## config.mk

```make
export PLATFORM = sky130hd
export DESIGN_NAME = prng_share_arbiter_flat
export DESIGN_NICKNAME = d
export VERILOG_FILES = /design/src/rtl/prng_share_arbiter_if.sv /design/src/rtl/prng_share_arbiter.sv /design/src/flat_wrapper.sv
export SDC_FILE = /design/constraint.sdc
export NUM_CORES = 1
export LEC_CHECK = 0
export CAP_MARGIN = 25
export CELL_PAD_IN_SITES_DETAIL_PLACEMENT = 1
export CELL_PAD_IN_SITES_GLOBAL_PLACEMENT = 2
export CORE_MARGIN = 2
export CORE_UTILIZATION = 36
export CTS_BUF_LIST = sky130_fd_sc_hd__clkbuf_4 sky130_fd_sc_hd__clkbuf_8 sky130_fd_sc_hd__clkbuf_16
export CTS_CLUSTER_DIAMETER = 50
export DETAILED_ROUTE_END_ITERATION = 12
export DONT_BUFFER_PORTS = 1
export PLACE_DENSITY_LB_ADDON = 0.3
export SETUP_SLACK_MARGIN = 0.3
export SYNTH_ARGS = -nofsm -noshare
export SYNTH_HDL_FRONTEND = slang
export SYNTH_SLANG_ARGS = --single-unit
export TNS_END_PERCENT = 20
```

## constraint.sdc

```tcl
create_clock -name clk -period 2.5 [get_ports clk]
set_clock_uncertainty 0.1 [all_clocks]
set_input_delay 0.25 -clock clk [delete_from_list [all_inputs] [get_ports clk]]
set_output_delay 0.25 -clock clk [all_outputs]
set_load 0.01 [all_outputs]
```

## src/rtl/prng_share_arbiter_if.sv

```systemverilog
`timescale 1ns/1ps
// prng_share_arbiter_if
// Bundles the requester handshakes, reseed handshake and lfsr_prng pins of
// prng_share_arbiter.
//   slave  : arbiter side (drives grants, responses, PRNG control).
//   master : environment side (requesters, reseed source, PRNG data).
// Ports of the bundle:
//   req_valid/req_ready  [NUM_REQ]    : per-requester draw handshake
//   rsp_valid [NUM_REQ], rsp_data     : registered one-hot response + word
//   seed_valid/seed_data/seed_ready   : reseed handshake
//   prng_load/prng_seed/prng_enable   : control towards lfsr_prng
//   prng_data                         : lfsr_prng.data_out
interface prng_share_arbiter_if #(
    parameter int unsigned DATA_WIDTH = 32,
    parameter int unsigned NUM_REQ    = 4
);
    logic [NUM_REQ-1:0]    req_valid;
    logic [NUM_REQ-1:0]    req_ready;
    logic [NUM_REQ-1:0]    rsp_valid;
    logic [DATA_WIDTH-1:0] rsp_data;
    logic                  seed_valid;
    logic [DATA_WIDTH-1:0] seed_data;
    logic                  seed_ready;
    logic                  prng_load;
    logic [DATA_WIDTH-1:0] prng_seed;
    logic                  prng_enable;
    logic [DATA_WIDTH-1:0] prng_data;

    modport slave (
        input  req_valid, seed_valid, seed_data, prng_data,
        output req_ready, rsp_valid, rsp_data, seed_ready,
               prng_load, prng_seed, prng_enable
    );

    modport master (
        output req_valid, seed_valid, seed_data, prng_data,
        input  req_ready, rsp_valid, rsp_data, seed_ready,
               prng_load, prng_seed, prng_enable
    );
endinterface

```

## src/rtl/prng_share_arbiter.sv

```systemverilog
`timescale 1ns/1ps
// prng_share_arbiter
// Shares one lfsr_prng among NUM_REQ requesters. Draws are granted
// round-robin (one word per cycle, response registered one cycle later),
// reseed requests take priority over draws, and a zero seed is replaced by
// SEED so the PRNG can never lock up at the all-zero state.
// Ports:
//   clk, rst   : clock, asynchronous active-high reset
//   bus        : prng_share_arbiter_if.slave (handshakes + PRNG pins)
//   stat_draws : granted-draw counter, present only when PRNG_ARB_STATS_EN
//                is defined
// Optional feature macro: PRNG_ARB_STATS_EN
module prng_share_arbiter #(
    parameter int unsigned          DATA_WIDTH = 32,
    parameter int unsigned          NUM_REQ    = 4,
    parameter logic [DATA_WIDTH-1:0] SEED      = DATA_WIDTH'(1)
) (
    input  logic                   clk,
    input  logic                   rst,
    prng_share_arbiter_if.slave    bus
`ifdef PRNG_ARB_STATS_EN
    ,
    output logic [31:0]            stat_draws
`endif
);

    localparam int unsigned PTR_W    = (NUM_REQ > 1) ? $clog2(NUM_REQ) : 1;
    localparam int unsigned LAST_REQ = NUM_REQ - 1;

    typedef enum logic [1:0] {
        ST_INIT   = 2'd0,
        ST_RUN    = 2'd1,
        ST_RESEED = 2'd2
    } state_t;

    state_t                state;
    state_t                state_nxt;
    logic [PTR_W-1:0]      rr_ptr;
    logic [PTR_W-1:0]      grant_idx;
    logic                  grant_found;
    logic [DATA_WIDTH-1:0] seed_q;
    logic                  draw;
    logic                  seed_take;

    logic [NUM_REQ-1:0]    req_ready_c;
    logic                  seed_ready_c;
    logic                  prng_load_c;
    logic                  prng_enable_c;
    logic [DATA_WIDTH-1:0] prng_seed_c;

    // Round-robin search: first asserted req_valid at or after rr_ptr, wrapping.
    always_comb begin
        int unsigned idx;
        grant_found = 1'b0;
        grant_idx   = '0;
        idx         = 0;
        for (int unsigned k = 0; k < NUM_REQ; k++) begin
            idx = 32'(rr_ptr) + k;
            if (idx >= NUM_REQ) begin
                idx = idx - NUM_REQ;
            end
            if (!grant_found && bus.req_valid[PTR_W'(idx)]) begin
                grant_found = 1'b1;
                grant_idx   = PTR_W'(idx);
            end
        end
    end

    // State register.
    always_ff @(posedge clk or posedge rst) begin
        if (rst) begin
            state <= ST_INIT;
        end else begin
            state <= state_nxt;
        end
    end

    // Next state and PRNG/handshake control; seeds win over draws.
    always_comb begin
        state_nxt     = state;
        req_ready_c   = '0;
        seed_ready_c  = 1'b0;
        prng_load_c   = 1'b0;
        prng_enable_c = 1'b0;
        prng_seed_c   = '0;
        draw          = 1'b0;
        seed_take     = 1'b0;
        case (state)
            ST_INIT: begin
                prng_load_c = 1'b1;
                prng_seed_c = SEED;
                state_nxt   = ST_RUN;
            end
            ST_RUN: begin
                if (bus.seed_valid) begin
                    seed_ready_c = 1'b1;
                    seed_take    = 1'b1;
                    state_nxt    = ST_RESEED;
                end else if (grant_found) begin
                    req_ready_c[grant_idx] = 1'b1;
                    prng_enable_c          = 1'b1;
                    draw                   = 1'b1;
                end
            end
            ST_RESEED: begin
                prng_load_c = 1'b1;
                prng_seed_c = seed_q;
                state_nxt   = ST_RUN;
            end
            default: begin
                state_nxt = ST_INIT;
            end
        endcase
    end

    // Combinational outputs are forced low while reset is held.
    assign bus.req_ready   = rst ? '0   : req_ready_c;
    assign bus.seed_ready  = rst ? 1'b0 : seed_ready_c;
    assign bus.prng_load   = rst ? 1'b0 : prng_load_c;
    assign bus.prng_enable = rst ? 1'b0 : prng_enable_c;
    assign bus.prng_seed   = rst ? '0   : prng_seed_c;

    // Response register, round-robin pointer and latched seed.
    always_ff @(posedge clk or posedge rst) begin
        if (rst) begin
            rr_ptr        <= '0;
            bus.rsp_valid <= '0;
            bus.rsp_data  <= '0;
            seed_q        <= SEED;
        end else begin
            bus.rsp_valid <= '0;
            if (draw) begin
                bus.rsp_valid <= NUM_REQ'(1) << grant_idx;
                bus.rsp_data  <= bus.prng_data;
                rr_ptr        <= (grant_idx == PTR_W'(LAST_REQ)) ? '0
                                                                 : grant_idx + PTR_W'(1);
            end
            if (seed_take) begin
                seed_q <= (bus.seed_data == '0) ? SEED : bus.seed_data;
            end
        end
    end

`ifdef PRNG_ARB_STATS_EN
    // Saturating draw counter, cleared when a seed is accepted.
    always_ff @(posedge clk or posedge rst) begin
        if (rst) begin
            stat_draws <= '0;
        end else if (seed_take) begin
            stat_draws <= '0;
        end else if (draw && (stat_draws != 32'hFFFF_FFFF)) begin
            stat_draws <= stat_draws + 32'd1;
        end
    end
`endif

endmodule

```

## src/flat_wrapper.sv

```systemverilog
// flat-port wrapper written by rule: the top's interface ports become plain ports
module prng_share_arbiter_flat 
#(
    parameter int unsigned          DATA_WIDTH = 32,
    parameter int unsigned          NUM_REQ    = 4,
    parameter logic [DATA_WIDTH-1:0] SEED      = DATA_WIDTH'(1)
)
  (clk, rst, bus_req_valid, bus_seed_valid, bus_seed_data, bus_prng_data, bus_req_ready, bus_rsp_valid, bus_rsp_data, bus_seed_ready, bus_prng_load, bus_prng_seed, bus_prng_enable);
  prng_share_arbiter_if #(.DATA_WIDTH(DATA_WIDTH), .NUM_REQ(NUM_REQ)) bus_i ();
  input  logic clk;
  input  logic rst;
  input wire logic [$bits(bus_i.req_valid)-1:0] bus_req_valid;
  input wire logic [$bits(bus_i.seed_valid)-1:0] bus_seed_valid;
  input wire logic [$bits(bus_i.seed_data)-1:0] bus_seed_data;
  input wire logic [$bits(bus_i.prng_data)-1:0] bus_prng_data;
  output wire logic [$bits(bus_i.req_ready)-1:0] bus_req_ready;
  output wire logic [$bits(bus_i.rsp_valid)-1:0] bus_rsp_valid;
  output wire logic [$bits(bus_i.rsp_data)-1:0] bus_rsp_data;
  output wire logic [$bits(bus_i.seed_ready)-1:0] bus_seed_ready;
  output wire logic [$bits(bus_i.prng_load)-1:0] bus_prng_load;
  output wire logic [$bits(bus_i.prng_seed)-1:0] bus_prng_seed;
  output wire logic [$bits(bus_i.prng_enable)-1:0] bus_prng_enable;
  assign bus_i.req_valid = bus_req_valid;
  assign bus_i.seed_valid = bus_seed_valid;
  assign bus_i.seed_data = bus_seed_data;
  assign bus_i.prng_data = bus_prng_data;
  assign bus_req_ready = bus_i.req_ready;
  assign bus_rsp_valid = bus_i.rsp_valid;
  assign bus_rsp_data = bus_i.rsp_data;
  assign bus_seed_ready = bus_i.seed_ready;
  assign bus_prng_load = bus_i.prng_load;
  assign bus_prng_seed = bus_i.prng_seed;
  assign bus_prng_enable = bus_i.prng_enable;
  prng_share_arbiter #(.DATA_WIDTH(DATA_WIDTH), .NUM_REQ(NUM_REQ), .SEED(SEED)) u_core (.clk(clk), .rst(rst), .bus(bus_i));
endmodule
```

==> results of run 1 <==
state kept, by name (all words and copies together) (netlist names):
name,cells
u_core.seed_q,32
u_core.bus.rsp_valid,4
u_core.rr_ptr,2
u_core.bus.rsp_data,32
u_core.state,2
area by class of cell:
cell class | instances | share of cell area
repair buffers | 74 | 0.1740
inverters | 6 | 0.006131
flip-flops and latches | 72 | 0.4210
well taps | 108 | 0.03153
clock inverters | 5 | 0.01927
clock buffers | 10 | 0.03066
multi-input cells | 141 | 0.3174
layout by cell type, fill, tap and decap left out, types with 2 or more instances in the layout:
cell | synthesis | routed
nor2_1 | 6 | 5
and2_1 | 5 | 5
buf_4 | 0 | 8
bufinv_16 | 0 | 2
dlygate4sd3_1 | 0 | 64
a21oi_1 | 5 | 5
and3_1 | 35 | 33
mux2_4 | 30 | 30
ha_2 | 0 | 2
o21a_1 | 2 | 2
clkinv_4 | 0 | 2
mux2_2 | 34 | 34
inv_1 | 6 | 5
nand4_1 | 2 | 2
ha_1 | 4 | 2
clkbuf_8 | 0 | 9
nor4_1 | 8 | 8
and3_4 | 0 | 2
dfrtp_1 | 71 | 70
worst max path at each step:
stage	endpoint	slack (ns)
floorplan	bus_req_ready[0]	0.37
global placement	bus_req_ready[2]	0.58
detailed placement	bus_req_ready[2]	0.53
CTS	bus_req_ready[2]	0.30
global route	bus_req_ready[2]	0.25
finish	bus_req_ready[2]	0.37
power breakdown:
group / internal, mW / total (mW) / leakage, nW / switching, mW
Clock: 0.570 / 0.993 / 0.110 / 0.423
Sequential: 1.50 / 1.80 / 0.846 / 0.300
Combinational: 0.519 / 0.828 / 1.02 / 0.309
Total: 2.59 / 3.62 / 1.98 / 1.03
cell usage after synthesis:
library cell / number / share of area
dfrtp_1: 71 / 0.54
and3_1: 35 / 0.067
mux2_2: 34 / 0.12
mux2_4: 30 / 0.14
nor4_1: 8 / 0.015
clkbuf_1: 6 / 0.0069
inv_1: 6 / 0.0069
nor2_1: 6 / 0.0069
a21oi_1: 5 / 0.0076
and2_1: 5 / 0.0096
ha_1: 4 / 0.015
buf_12: 3 / 0.018
buf_2: 3 / 0.0046
nand4_1: 2 / 0.0038
o21a_1: 2 / 0.0046
a21boi_0: 1 / 0.0023
buf_6: 1 / 0.0034
clkbuf_2: 1 / 0.0015
dfstp_2: 1 / 0.0080
mux2i_1: 1 / 0.0031
nand2_1: 1 / 0.0011
nand2b_1: 1 / 0.0019
nand3b_1: 1 / 0.0023
nor3_1: 1 / 0.0015
nor3b_1: 1 / 0.0023
o21ai_0: 1 / 0.0015
o22a_1: 1 / 0.0027
o41a_1: 1 / 0.0034
timing repair:
| item | 4_1_cts | 5_1_grt |
|---|---|---|
| gates resized for setup | 2 | 5 |
| setup endpoints to repair | 5 | 4 |
| setup buffers | 0 | 1 |
| hold endpoints to repair | 64 | 0 |
| hold buffers | 64 | 0 |
| gates cloned | 0 | 1 |
| pin swaps | 0 | 1 |
cell families (layout without fill, tap and decap cells):
| kind of cell | after synthesis | after routing | share of synthesized area |
|---|---|---|---|
| flops | 72 | 72 | 0.5513 |
| buf+inv | 20 | 95 | 0.04170 |
| mux | 65 | 65 | 0.2578 |
| fa+ha+maj | 4 | 4 | 0.01530 |
| compound gates | 11 | 11 | 0.02219 |
| simple gates | 61 | 61 | 0.1117 |
critical path, cell delays in order, from the launching register on:
cell and delay [ns]:
dfrtp_2 0.41, mux2i_1 0.20, nor2_1 0.07, nor3_2 0.30, inv_1 0.11, ha_2 0.19, and3_4 0.17
routing by layer:
| layer | GRT usage | vias up |
|---|---|---|
| met5 | 0 | - |
| met4 | 0.06955 | 0 |
| met3 | 0.05271 | 12 |
| met2 | 0.2687 | 84 |
| met1 | 0.2240 | 1117 |
| li1 | - | 973 |
metrics by stage:
stage                       util  instances
after floorplan                -        233
after global placement    0.3848        335
after detailed placement  0.3848        335
after CTS                 0.4834        414
after global routing      0.4890        416
final                     0.4890        416
==> results.tsv, run 1 <==
stage	metric	value	unit
clocking	cts.clk_slew.worst_paths	0.07	ns
synthesis	synth_seq_area_share	0.5513	
synthesis	yosysWarnings	0	
synthesis	synth_fp_nets	308	
route	dr_wl_met3	576	um
worst_setup_path	cp_max_fo	6	
cells_and_area	fin_area	4285	um2
synthesis	ys_types	28	
cells_and_area	multi_input_area	1360	um2
route	wl_per_cell	20.56	um
power_and_ir_drop	power	3.625	mW
floorplan	core_area	8763	um2
floorplan	die-area	9863	um2
worst_setup_path	r2r_slack	0.75	ns
synthesis	syn_inst	233	
place	dp_slack	0.5305	ns
floorplan	io_pins	146	
cells_and_area	drive_gt1_frac	0.3247	
route	routed.top_layer	met4	
floorplan	start_util	0.3732	
clocking	cts_buffers	9	
sta	rsz0062_at_grt	true	
power_and_ir_drop	p_leak	1.979	nW
route	wl_met2	4.180	mm
route	post-route-drc-count	0	
global_route	grt_max_degree	73	
clocking	clkSinkCount	72	
outcome	outcome	completed	
worst_setup_path	required	2.15	ns
cells_and_area	area_growth	31.03	%
route	routed_via_density	5.255	
synthesis	avgSynthCellArea	14.04	um2
job	drv_cap	0	
route	vias	2186	
place	hpwl	5.408	mm
route	wl	8.553	mm
cells_and_area	antenna_cells	0	
worst_setup_path	worst_ep_arrival_time	1.78	ns
clocking	cts_tree	built	
synthesis	synth-seq-cells	72	
sta	slew_headroom	0.3935	
sta	fin_crit_sh	0.8529	
route	ant_nets	0	
hold_path	worst_hold_path_type	input pin to register	
global_route	grt_pass1_wl	13.33	mm
sta	tightestPinTransition	0.9097	ns
place	portBuffers	0	
power_and_ir_drop	p_per_area	845.8	nW/um2
sta	finalMaxSlewViolations	0	
hold_path	min_to	u_core.rr_ptr[0]	
sta	finalSetupTns	0	ns
route	drt_iter0_markers	52	
place	dpl-instance-area	3372	um2
sta	timing.fmax	469.0	MHz
sta	timing.final.hold_violations	0	
global_route	grt_overflow_total	0	
worst_setup_path	timing.rr.end	u_core.seed_q[9]	
global_route	grt_pass1_vias	2434	
worst_setup_path	crit_start	u_core.rr_ptr[1]	
cells_and_area	n_fill_cell	884	
power_and_ir_drop	ir_drop	0.0003674	V
sta	setup_violations	0	
hold_path	hp-start	bus_seed_valid	
worst_setup_path	worstSetupPathType	register to output pin	
worst_setup_path	timing.rr.start	u_core.state[1]	
worst_setup_path	reg2regPathDepth	4	
cells_and_area	ff_latch_area	1804	um2
sta	finalWorstSetupSlack	0.3678	ns
clocking	worstSkewPairLatency	0.33	ns
floorplan	fp.dieW	99.32	um
route	wl_met1	3.639	mm
clocking	cts_root_buf	clkbuf_8	
route	firstDrtPassIters	6	
global_route	antenna_found_initial	0	
global_route	grt_use_total	0.1721	
cells_and_area	final_nets	379	
sta	fin_crit	2.132	ns
sta	whs	0.02296	ns
hold_path	worstHoldPathCells	2	
floorplan	num_rows	34	
floorplan	dieHeight	99.32	um
worst_setup_path	worstSetupStartpointType	register	
place	globalplace.congestion	0.6812	
worst_setup_path	cp-end-kind	output pin	
synthesis	syn_area	3271	um2
clocking	cts_htree_levels	3	
clocking	clock_path_buffers	2	
No activity file was read; power rests on OpenSTA's default activity.
==> run 2: changes to the inputs <==
TNS_END_PERCENT = 100   (was 20)
==> run 2 against run 1 <==
Setup slack got worse by 0.0040 ns. Fmax decreased by 0.19%. Clock power about the same. Design area increased by 0.15%. Global-route usage unchanged. Sequential share of layout area decreased by 0.061 points. Cell count unchanged. Critical path type unchanged. Critical endpoint unchanged. Highest routed layer unchanged.
==> results.tsv, run 2 (synthesis gave the netlist of run 1 again) <==
stage	metric	value	unit
outcome	outcome	completed	
clocking	cts.clk_slew.worst_paths	0.07	ns
cells_and_area	n_fill_cell	883	
global_route	grt_max_degree	73	
worst_setup_path	cp_max_fo	6	
worst_setup_path	worst_ep_arrival_time	1.79	ns
sta	timing.final.hold_violations	0	
clocking	worstSkewPairLatency	0.33	ns
sta	finalMaxSlewViolations	0	
sta	tightestPinTransition	0.9098	ns
floorplan	start_util	0.3732	
worst_setup_path	cp-end-kind	output pin	
cells_and_area	final_nets	379	
worst_setup_path	reg2regPathDepth	4	
route	routed_via_density	5.245	
clocking	cts_root_buf	clkbuf_8	
global_route	grt_pass1_wl	13.33	mm
clocking	clkSinkCount	72	
sta	finalSetupTns	0	ns
clocking	cts_htree_levels	3	
cells_and_area	area_growth	31.22	%
cells_and_area	layout_commonest_cell	dfrtp_1	
place	hpwl	5.408	mm
route	vias	2182	
sta	setup_violations	0	
power_and_ir_drop	p_leak	1.981	nW
sta	fin_crit	2.136	ns
hold_path	worstHoldPathCells	2	
route	post-route-drc-count	0	
worst_setup_path	required	2.15	ns
sta	rsz0062_at_grt	true	
hold_path	hp-start	bus_seed_valid	
sta	fin_crit_sh	0.8545	
floorplan	io_pins	146	
cells_and_area	postLayoutCoreUtil	0.4897	
route	firstDrtPassIters	6	
floorplan	fp.dieW	99.32	um
cells_and_area	fin_area	4292	um2
global_route	grt_overflow_total	0	
route	ant_nets	0	
route	drt_iter0_markers	49	
place	portBuffers	0	
cells_and_area	drive_gt1_frac	0.3247	
worst_setup_path	timing.rr.start	u_core.state[1]	
job	drv_cap	0	
hold_path	worst_hold_path_type	input pin to register	
place	globalplace.congestion	0.6812	
sta	slew_headroom	0.3935	
floorplan	core_area	8763	um2
floorplan	dieHeight	99.32	um
floorplan	num_rows	34	
cells_and_area	multi_input_area	1366	um2
cells_and_area	antenna_cells	0	
clocking	cts_buffers	9	
cells_and_area	reg_top3	u_core.bus.rsp_data x32, u_core.seed_q x32, u_core.bus.rsp_valid x4	
power_and_ir_drop	power	3.628	mW
route	wl	8.547	mm
cells_and_area	ff_latch_area	1804	um2
place	dpl-instance-area	3372	um2
sta	timing.fmax	468.1	MHz
hold_path	min_to	u_core.rr_ptr[0]	
route	wl_per_cell	20.55	um
clocking	clock_path_buffers	2	
worst_setup_path	r2r_slack	0.72	ns
cells_and_area	mostFrequentLayoutCells	dfrtp_1 (70), dlygate4sd3_1 (64), mux2_2 (34)	
global_route	grt_pass1_vias	2434	
worst_setup_path	timing.rr.end	u_core.seed_q[9]	
floorplan	die-area	9863	um2
worst_setup_path	worstSetupPathType	register to output pin	
clocking	cts_tree	built	
global_route	antenna_found_initial	0	
global_route	grt_use_total	0.1721	
worst_setup_path	worstSetupStartpointType	register	
power_and_ir_drop	p_per_area	845.4	nW/um2
power_and_ir_drop	ir_drop	0.0003676	V
run 2: cell counts in the layout (fill, tap and decap cells not counted):
Identical to the previous run, type by type.
run 2: critical path, cell delays in order, from the launching register on:
cell and delay, ns:
dfrtp_2 0.41, mux2i_1 0.20, nor2_1 0.07, nor3_2 0.30, inv_1 0.12, ha_2 0.19
and3_4 0.17
run 2: how the worst max path moves through the flow:
stage,slack [ns],endpoint,from
after floorplan,0.37,bus_req_ready[0],rst
after global placement,0.58,bus_req_ready[2],u_core.rr_ptr[1]
after detailed placement,0.53,bus_req_ready[2],u_core.rr_ptr[1]
after CTS,0.30,bus_req_ready[2],u_core.rr_ptr[1]
after global routing,0.25,bus_req_ready[0],u_core.rr_ptr[1]
final,0.36,bus_req_ready[2],u_core.rr_ptr[1]
run 2: where the power goes:
group,switching (mW),total [mW],internal (mW),leakage [nW]
logic,0.309,0.830,0.521,1.02
clock network,0.423,0.993,0.570,0.110
registers,0.301,1.81,1.50,0.846
run 2: repair_timing:
action	CTS	global route
hold buffers	64	0
endpoints found under the setup margin	5	4
setup buffers	0	1
pin swaps	0	2
resized for setup	2	6
endpoints found under the hold margin	64	0
gates cloned	0	1
run 2: cell type report:
class                   instances  share of cell area
well taps                     108             0.03149
inverters                       6            0.006122
flip-flops and latches         72              0.4204
clock inverters                 5             0.01924
repair buffers                 74              0.1738
clock buffers                  10             0.03061
multi-input cells             141              0.3184
run 2: stage by stage:
step                      hold WS, ns  setup slack (ns)  cells
after floorplan                0.2464            0.3682    233
after global placement         0.2580            0.5825    335
after detailed placement       0.2532            0.5305    335
after CTS                     0.01425            0.2961    414
after global routing          0.02190            0.2506    416
final                         0.01158            0.3638    416
run 2: routing by layer:
metal  vias up  GRT usage  share of wire
met5         -          0              0
met4         0    0.06955          0.018
met3        12    0.05271          0.068
met2        84     0.2687           0.49
met1      1110     0.2240           0.42
li1        976          -              -
==> run 3: changes to the inputs <==
CTS_BUF_LIST = not set   (was sky130_fd_sc_hd__clkbuf_4 sky130_fd_sc_hd__clkbuf_8 sky130_fd_sc_hd__clkbuf_16)
==> run 3 against run 2 <==
Design area barely moved. Combinational power barely moved. Critical path depth did not move. Sequential share of layout area barely moved. Utilization barely moved. Sequential power barely moved. Cell count did not move. First-iteration DRC count rose by 2.0%. Setup slack barely moved. Via count fell by 0.14%. Die area did not move.
==> results.tsv, run 3 (synthesis gave the netlist of run 1 again) <==
stage	metric	value	unit
outcome	outcome	completed	
sta	finalWorstSetupSlack	0.3637	ns
cells_and_area	final_nets	379	
global_route	grt_pass1_vias	2434	
route	wl_per_cell	20.54	um
clocking	cts_htree_levels	3	
route	drt_iter0_markers	50	
floorplan	die-area	9863	um2
power_and_ir_drop	ir_drop	0.0003676	V
hold_path	worst_hold_path_type	input pin to register	
route	post-route-drc-count	0	
clocking	cts.clk_slew.worst_paths	0.07	ns
place	dp.cells	335	
cells_and_area	area_growth	31.10	%
worst_setup_path	cp-end-kind	output pin	
sta	fin_crit_sh	0.8545	
worst_setup_path	slowest_delay	0.41	ns
floorplan	core_area	8763	um2
worst_setup_path	worstSetupPathType	register to output pin	
cells_and_area	layout.cells.non_filler	416	
sta	fin_crit	2.136	ns
cells_and_area	antenna_cells	0	
global_route	grt_use_total	0.1721	
worst_setup_path	cp_top_family	simple AND/OR/NAND/NOR gates	
clocking	clkSinkCount	72	
power_and_ir_drop	p_per_area	843.6	nW/um2
worst_setup_path	worstSetupStartpointType	register	
global_route	antenna_found_initial	0	
place	globalplace.congestion	0.6812	
cells_and_area	drive_gt1_frac	0.3214	
worst_setup_path	cp_cell_sequence	mux2i_1 > nor2_1 > nor3_2 > inv_1 > ha_2 > and3_4	
worst_setup_path	critPathSlowestCell	dfrtp_2	
sta	setup_violations	0	
route	wl	8.543	mm
place	dp_slack	0.5305	ns
global_route	grt_pass1_wl	13.33	mm
sta	whs	0.01133	ns
clocking	worstSkewPairLatency	0.33	ns
worst_setup_path	required	2.15	ns
sta	finalSetupTns	0	ns
place	hpwl	5.408	mm
worst_setup_path	crit_buf_inv	1	
floorplan	io_pins	146	
cells_and_area	reg_top3	u_core.bus.rsp_data x32, u_core.seed_q x32, u_core.bus.rsp_valid x4	
sta	rsz0062_at_grt	true	
route	routed_via_density	5.238	
cells_and_area	layout_commonest_cell	dfrtp_1	
worst_setup_path	worst_ep_arrival_time	1.79	ns
floorplan	num_rows	34	
clocking	cts_root_buf	clkbuf_8	
route	vias	2179	
job	drv_cap	0	
sta	timing.fmax	468.1	MHz
clocking	clock_path_buffers	2	
sta	finalMaxSlewViolations	0	
route	firstDrtPassIters	6	
worst_setup_path	cp_max_fo	6	
power_and_ir_drop	power	3.617	mW
floorplan	fp.dieW	99.32	um
cells_and_area	mostFrequentLayoutCells	dfrtp_1 (70), dlygate4sd3_1 (64), mux2_2 (34)	
place	portBuffers	0	
clocking	cts_tree	built	
power_and_ir_drop	p_leak	1.977	nW
global_route	grt_overflow_total	0	
global_route	grt_max_degree	73	
floorplan	dieHeight	99.32	um
sta	timing.final.hold_violations	0	
clocking	cts_buffers	9	
floorplan	start_util	0.3732	
cells_and_area	n_fill_cell	884	
sta	tightestPinTransition	0.9075	ns
route	ant_nets	0	
sta	slew_headroom	0.3950	
-- run 3: cell counts in the layout (fill, tap and decap cells not counted) --
No cell type changed its count.
-- run 3: power by group --
| group | internal, mW | switching [mW] |
|---|---|---|
| registers | 1.50 | 0.301 |
| clock network | 0.559 | 0.423 |
| logic | 0.521 | 0.309 |
-- run 3: through the flow --
| stage | area (um2) | util |
|---|---|---|
| final | 4288 | 0.4893 |
| after global routing | 4288 | 0.4893 |
| after CTS | 4233 | 0.4830 |
| after detailed placement | 3372 | 0.3848 |
| after global placement | 3372 | 0.3848 |
| after floorplan | 3274 | - |
-- run 3: worst register-to-register path, stage by stage, from the launching register on --
cell and delay [ns]:
dfrtp_1 0.39, buf_4 0.31, nand3b_1 0.21, buf_4 0.28
mux2_2 0.38
-- run 3: timing repair --
item | 4_1_cts | 5_1_grt
endpoints found under the setup margin | 5 | 4
setup buffers | 0 | 1
gates cloned | 0 | 1
gates resized for setup | 2 | 6
pin swaps | 0 | 2
hold endpoints to repair | 64 | 0
hold buffers | 64 | 0
-- run 3: cell type report --
class / count / area (um2) / share of cell area
Sequential cell: 72 / 1804 / 0.4208
Clock inverter: 5 / 82.58 / 0.01926
Tap cell: 108 / 135.1 / 0.03151
Timing Repair Buffer: 74 / 745.7 / 0.1739
Inverter: 6 / 26.28 / 0.006128
Clock buffer: 10 / 127.6 / 0.02976
Multi-Input combinational cell: 141 / 1366 / 0.3186
-- run 3: path summary, 6_finish.rpt --
path	depth (start not counted)	slack [ns]	from	endpoint
setup / recovery	6	0.36	u_core.rr_ptr[1]	bus_req_ready[2]
hold / removal	2	0.01	bus_seed_valid	u_core.rr_ptr[0]
setup reg to reg	4	0.72	u_core.state[1]	u_core.seed_q[9]
hold reg to reg	2	0.38	u_core.seed_q[0]	u_core.seed_q[0]
max in group asynchronous	2	1.61	rst	u_core.rr_ptr[1]
min in group asynchronous	2	0.07	rst	u_core.seed_q[16]
-- run 3: per-layer routing --
layer | track usage | up-vias | part of all wire
met5 | 0 | - | 0
met4 | 0.06955 | 0 | 0.018
met3 | 0.05271 | 12 | 0.068
met2 | 0.2687 | 84 | 0.49
li1 | - | 975 | -
met1 | 0.2240 | 1108 | 0.42
